==> config.mk <==
export PLATFORM = sky130hd
export DESIGN_NAME = rc4_multicore_arbiter
export DESIGN_NICKNAME = d
export VERILOG_FILES = /design/src/rtl/rc4_multicore_arbiter.sv
export SDC_FILE = /design/constraint.sdc
export NUM_CORES = 1
export LEC_CHECK = 0
export CORE_UTILIZATION = 30
export DETAILED_ROUTE_END_ITERATION = 8
export GPL_TIMING_DRIVEN = 0
export PLACE_DENSITY_LB_ADDON = 0.2
export SLEW_MARGIN = 20
export SYNTH_ARGS = -nofsm -noshare
export SYNTH_HDL_FRONTEND = slang
export SYNTH_SLANG_ARGS = --single-unit
==> constraint.sdc <==
create_clock -name clk -period 2.1 [get_ports clk]
set_input_delay 0.42 -clock clk [delete_from_list [all_inputs] [get_ports clk]]
set_output_delay 0.42 -clock clk [all_outputs]
set_load 0.05 [all_outputs]
==> src/rtl/rc4_multicore_arbiter.sv <==
// Supervisor for NUM_CORES parallel RC4 brute-force cores: launches them, picks the
// first winner (lowest index on ties), detects total exhaustion and times the search.
module rc4_multicore_arbiter #(
  parameter int NUM_CORES = 4,
  parameter int KEY_WIDTH = 24,
  parameter int CNT_WIDTH = 32,
  parameter int ID_WIDTH  = (NUM_CORES > 1) ? $clog2(NUM_CORES) : 1
) (
  input  logic                           clk,
  input  logic                           reset_n,
  input  logic                           start,
  input  logic [NUM_CORES-1:0]           core_success,
  input  logic [NUM_CORES-1:0]           core_failure,
  input  logic [NUM_CORES*KEY_WIDTH-1:0] core_key,
  output logic                           cores_reset_n,
  output logic                           stop,
  output logic                           busy,
  output logic                           found,
  output logic                           all_failed,
  output logic [KEY_WIDTH-1:0]           winning_key,
  output logic [ID_WIDTH-1:0]            winner_id,
  output logic [CNT_WIDTH-1:0]           elapsed_cycles
);

  typedef enum logic [2:0] {S_IDLE, S_LAUNCH, S_RUN, S_FOUND, S_FAILED} state_t;

  state_t                 state_q, state_d;
  logic [NUM_CORES-1:0]   fail_mask_q, fail_mask_d;
  logic [KEY_WIDTH-1:0]   key_q, key_d;
  logic [ID_WIDTH-1:0]    id_q, id_d;
  logic [CNT_WIDTH-1:0]   cnt_q, cnt_d;
  logic                   crst_n_q, stop_q, busy_q, found_q, failed_q;

  logic                   hit;
  logic [ID_WIDTH-1:0]    hit_id;
  logic [KEY_WIDTH-1:0]   hit_key;
  logic                   all_fail;

  function automatic logic [CNT_WIDTH-1:0] sat_inc(input logic [CNT_WIDTH-1:0] v);
    return (&v) ? v : v + 1'b1;
  endfunction

  // Scan from the top down so the lowest-index success overwrites the rest.
  always_comb begin
    hit     = 1'b0;
    hit_id  = '0;
    hit_key = '0;
    for (int i = NUM_CORES - 1; i >= 0; i--) begin
      if (core_success[i]) begin
        hit     = 1'b1;
        hit_id  = ID_WIDTH'(i);
        hit_key = core_key[i*KEY_WIDTH +: KEY_WIDTH];
      end
    end
  end

  assign all_fail = &(fail_mask_q | core_failure);

  always_comb begin
    state_d     = state_q;
    fail_mask_d = fail_mask_q;
    key_d       = key_q;
    id_d        = id_q;
    cnt_d       = cnt_q;
    case (state_q)
      S_IDLE, S_FOUND, S_FAILED: begin
        if (start) begin
          state_d     = S_LAUNCH;
          fail_mask_d = '0;
          key_d       = '0;
          id_d        = '0;
          cnt_d       = '0;
        end
      end
      S_LAUNCH: state_d = S_RUN;
      S_RUN: begin
        cnt_d       = sat_inc(cnt_q);
        fail_mask_d = fail_mask_q | core_failure;
        if (hit) begin
          state_d = S_FOUND;
          key_d   = hit_key;
          id_d    = hit_id;
        end else if (all_fail) begin
          state_d = S_FAILED;
        end
      end
      default: state_d = S_IDLE;
    endcase
  end

  // Status flags are registered from the next state so they line up with state_q.
  always_ff @(posedge clk) begin
    if (!reset_n) begin
      state_q     <= S_IDLE;
      fail_mask_q <= '0;
      key_q       <= '0;
      id_q        <= '0;
      cnt_q       <= '0;
      crst_n_q    <= 1'b0;
      stop_q      <= 1'b0;
      busy_q      <= 1'b0;
      found_q     <= 1'b0;
      failed_q    <= 1'b0;
    end else begin
      state_q     <= state_d;
      fail_mask_q <= fail_mask_d;
      key_q       <= key_d;
      id_q        <= id_d;
      cnt_q       <= cnt_d;
      crst_n_q    <= (state_d == S_RUN) || (state_d == S_FOUND) || (state_d == S_FAILED);
      stop_q      <= (state_d == S_FOUND) || (state_d == S_FAILED);
      busy_q      <= (state_d == S_RUN);
      found_q     <= (state_d == S_FOUND);
      failed_q    <= (state_d == S_FAILED);
    end
  end

  assign cores_reset_n  = crst_n_q;
  assign stop           = stop_q;
  assign busy           = busy_q;
  assign found          = found_q;
  assign all_failed     = failed_q;
  assign winning_key    = key_q;
  assign winner_id      = id_q;
  assign elapsed_cycles = cnt_q;

endmodule

==> flow_metrics.tcl <==
set metrics [dict create \
    outcome "finished, violations left" \
    violations "design-rule violations" \
    tightest_slew_ns 0.7417 \
    switchingPower_uw 1014 \
    synth-edff-count 0 \
    clock_latency_ns 0.34 \
    routedWlPerCell_um 16.83 \
    slew_headroom_pct 50.37 \
    end_kind "output port" \
    combinationalPowerShare_pct 19.9 \
    internal-power_uw 2822 \
    place_ws_ns -0.7687 \
    ys_seq_area_share_pct 39.11 \
    seqCellArea_mm2 0.001441 \
    drive_gt1_share_pct 13.64 \
    fin_cells 781 \
    fin_skew_ns 0.004665 \
    diodes 0 \
    firstDrtPassIters 7 \
    drt_wl_total_um 13140 \
    row_count 39 \
    port_buffers 168 \
    hold_viol_final 0 \
    cts_buffers 9 \
    period_share_pct 98.02 \
    clk_transition_reported_paths_ns 0.06 \
    cts_root_buf "clkbuf_16" \
    gp_congestion 0.8243 \
    fin_ws_ns 0.04156 \
    layout_min_cycle_time_ns 2.058 \
    dieArea_mm2 0.01239 \
    start_util_pct 31.12 \
    syn_area_mm2 0.003583 \
    clock-sinks 70 \
    peakVddDrop_v 0.0003149 \
    ys_types 44 \
    hold_buffers 0 \
    p_leak_uw 0.002081 \
    synth_nets 550 \
    final_util_pct 52.51 \
    synth_area_leader_cell "dfxtp_1" \
    fmax_mhz 485.8 \
    grt_antenna_before_repair 0 \
    async_flop_share_pct 0 \
    cts_tree "yes" \
    cts_buffer_depth 2 \
    critPathTopFamily "buffers and inverters" \
    crit_type "reg -> out" \
    drv_slew 0 \
    place_hpwl_um 9950 \
    worstPathMaxFanout 5 \
    crit_slowest_cell "clkdlybuf4s50_1" \
    hold_path_class "reg -> reg" \
    setup_violations 0 \
    nFillCells 1128 \
    synth.most_common_cell "dfxtp_1" \
    timing.critical_path.buf_inv 1 \
    fin_nets 742 \
    slowest_delay_ns 0.85 \
    power_per_cell_area_mw_per_mm2 634.2 \
    htree_num_levels 3 \
    dp.cells 753 \
    synthTopCellsByArea "dfxtp_1 39%, a21oi_1 7.5%, a221oi_1 5.6%" \
    core_area_mm2 0.01152 \
    worst_setup_path_start_kind "register" \
    ys.flop_type "dfxtp_1" \
    rsz0062_at_grt "true" \
    syn_avg_cell_area_um2 8.107 \
    grt_max_degree 12 \
    io_pins 170 \
    grt_pass1_wl_um 20760 \
    gr-total-overflow 0 \
    vias_per_cell 5.531 \
    dieWidth_um 111.3 \
    grt_pass1_vias 4185 \
    track_usage_pct 21.20 \
    syn_to_final_growth_pct 68.75 \
    arrival_ns 1.64 \
    p_clk_share_pct 43.7 \
    path_cells "clkdlybuf4s50_1" \
    drcViolationCount 7 \
    multi_input_area_mm2 0.002064 \
    detail-route-antenna-nets 0 \
    yosys_warnings 0 \
    dr.first_iter.drc_count 237 \
    vias 4320 \
    netlist_top_cells_count "70 x dfxtp_1, 54 x a21oi_1, 40 x nor2_1" \
    fin_tns_setup_ns 0 \
    seqPwrFrac_pct 36.4 \
    fp.dieH_um 111.3 \
    p_sw_share_pct 26.43 \
    yosysTopAreaCellShare_pct 39.11 \
    cap_violations 0 \
    syn_inst 442 \
    cp_data_required_time_ns 1.68 \
    ys_ff_latch 70 \
]
[repair_timing]
item / in CTS / in global routing
buffers inserted: 5 / 10
gates resized for setup: 21 / 25
setup endpoints to repair: 57 / 54
hold endpoints to repair: 0 / 0
pin swaps: 2 / 7
[per-stage QoR]
stage	hold WS, ns	total power, uW	instance area (um^2)
after floorplan	0.4371	1792	3611
after global placement	0.4475	2150	5472
after detailed placement	0.4584	2156	5472
after CTS	0.4659	3865	5903
after global routing	0.5003	3974	6047
final	0.4635	3835	6047
[final cells by class]
cell class                      instances  share of cell area [%]
Clock buffer                           12                   4.242
Clock inverter                          3                   1.117
Timing Repair Buffer                  183                   30.02
Multi-Input combinational cell        327                   34.14
Buffer                                 33                   3.062
Tap cell                              143                   2.959
Inverter                               10                  0.6207
Sequential cell                        70                   23.84
[cells in the final DEF, fill, tap and decap left out, drive strengths merged, types with 2 or more instances in the layout]
| cell type | instances |
|---|---|
| a21oi | 55 |
| a221oi | 23 |
| and3 | 8 |
| and4 | 3 |
| buf | 21 |
| bufinv | 2 |
| clkbuf | 39 |
| clkdlybuf4s50 | 163 |
| dfxtp | 70 |
| dlymetal6s2s | 4 |
| inv | 10 |
| mux2i | 3 |
| nand2 | 21 |
| nand2b | 3 |
| nand3 | 12 |
| nand4 | 9 |
| nor2 | 41 |
| nor2b | 3 |
| nor3 | 26 |
| nor4 | 8 |
| o211ai | 5 |
| o21a | 6 |
| o21ai | 11 |
| o22ai | 27 |
| o31a | 4 |
| o31ai | 19 |
| or3 | 5 |
| or4 | 23 |
[final timing paths]
kind,from,to,slack [ns],depth (start not counted)
setup / recovery,elapsed_cycles[22]$_SDFFE_PN0P_,elapsed_cycles[22],0.04,1
hold / removal,winning_key[22]$_SDFFE_PN0P_,winning_key[22]$_SDFFE_PN0P_,0.46,2
setup reg to reg,state_q[1]$_SDFF_PN0_,elapsed_cycles[8]$_SDFFE_PN0P_,0.09,7
hold reg to reg,winning_key[22]$_SDFFE_PN0P_,winning_key[22]$_SDFFE_PN0P_,0.46,2
[metal layers]
metal  GRT usage, %  share of wire (%)  wire length (um)  up-vias
met5              0                  0                 0        -
met4          6.757                1.5               201        0
met3          6.452                7.5               991       13
met2          38.42                 50              6609      170
met1          23.47                 41              5342     2039
li1               -                  -                 -     2098
[state kept, by name, indices dropped and copies added (netlist names)]
register	count
all_failed	1
busy	1
cores_reset_n	1
elapsed_cycles	32
fail_mask_q	4
found	1
state_q	3
stop	1
winner_id	2
winning_key	24
[cell families (layout without fill, tap and decap cells)]
| group | after synthesis | count (layout) | synth area share (%) |
|---|---|---|---|
| adders and majority gates | 1 | 1 | 0.3491 |
| AOI/OAI and AO/OA | 156 | 156 | 28.42 |
| DFF | 70 | 70 | 39.11 |
| muxes | 3 | 3 | 0.8380 |
| buffers and inverters | 45 | 241 | 5.656 |
| and+or+nand+nor | 167 | 167 | 25.63 |
[power by group through the flow]
stage	clock, uW	sequential (uW)	combinational [uW]
floorplan	0	1540	253
global placement	0	1430	725
detailed placement	0	1430	731
CTS	1700	1400	764
global route	1760	1400	816
finish	1680	1390	763
Power figures use the tool's default switching activity.
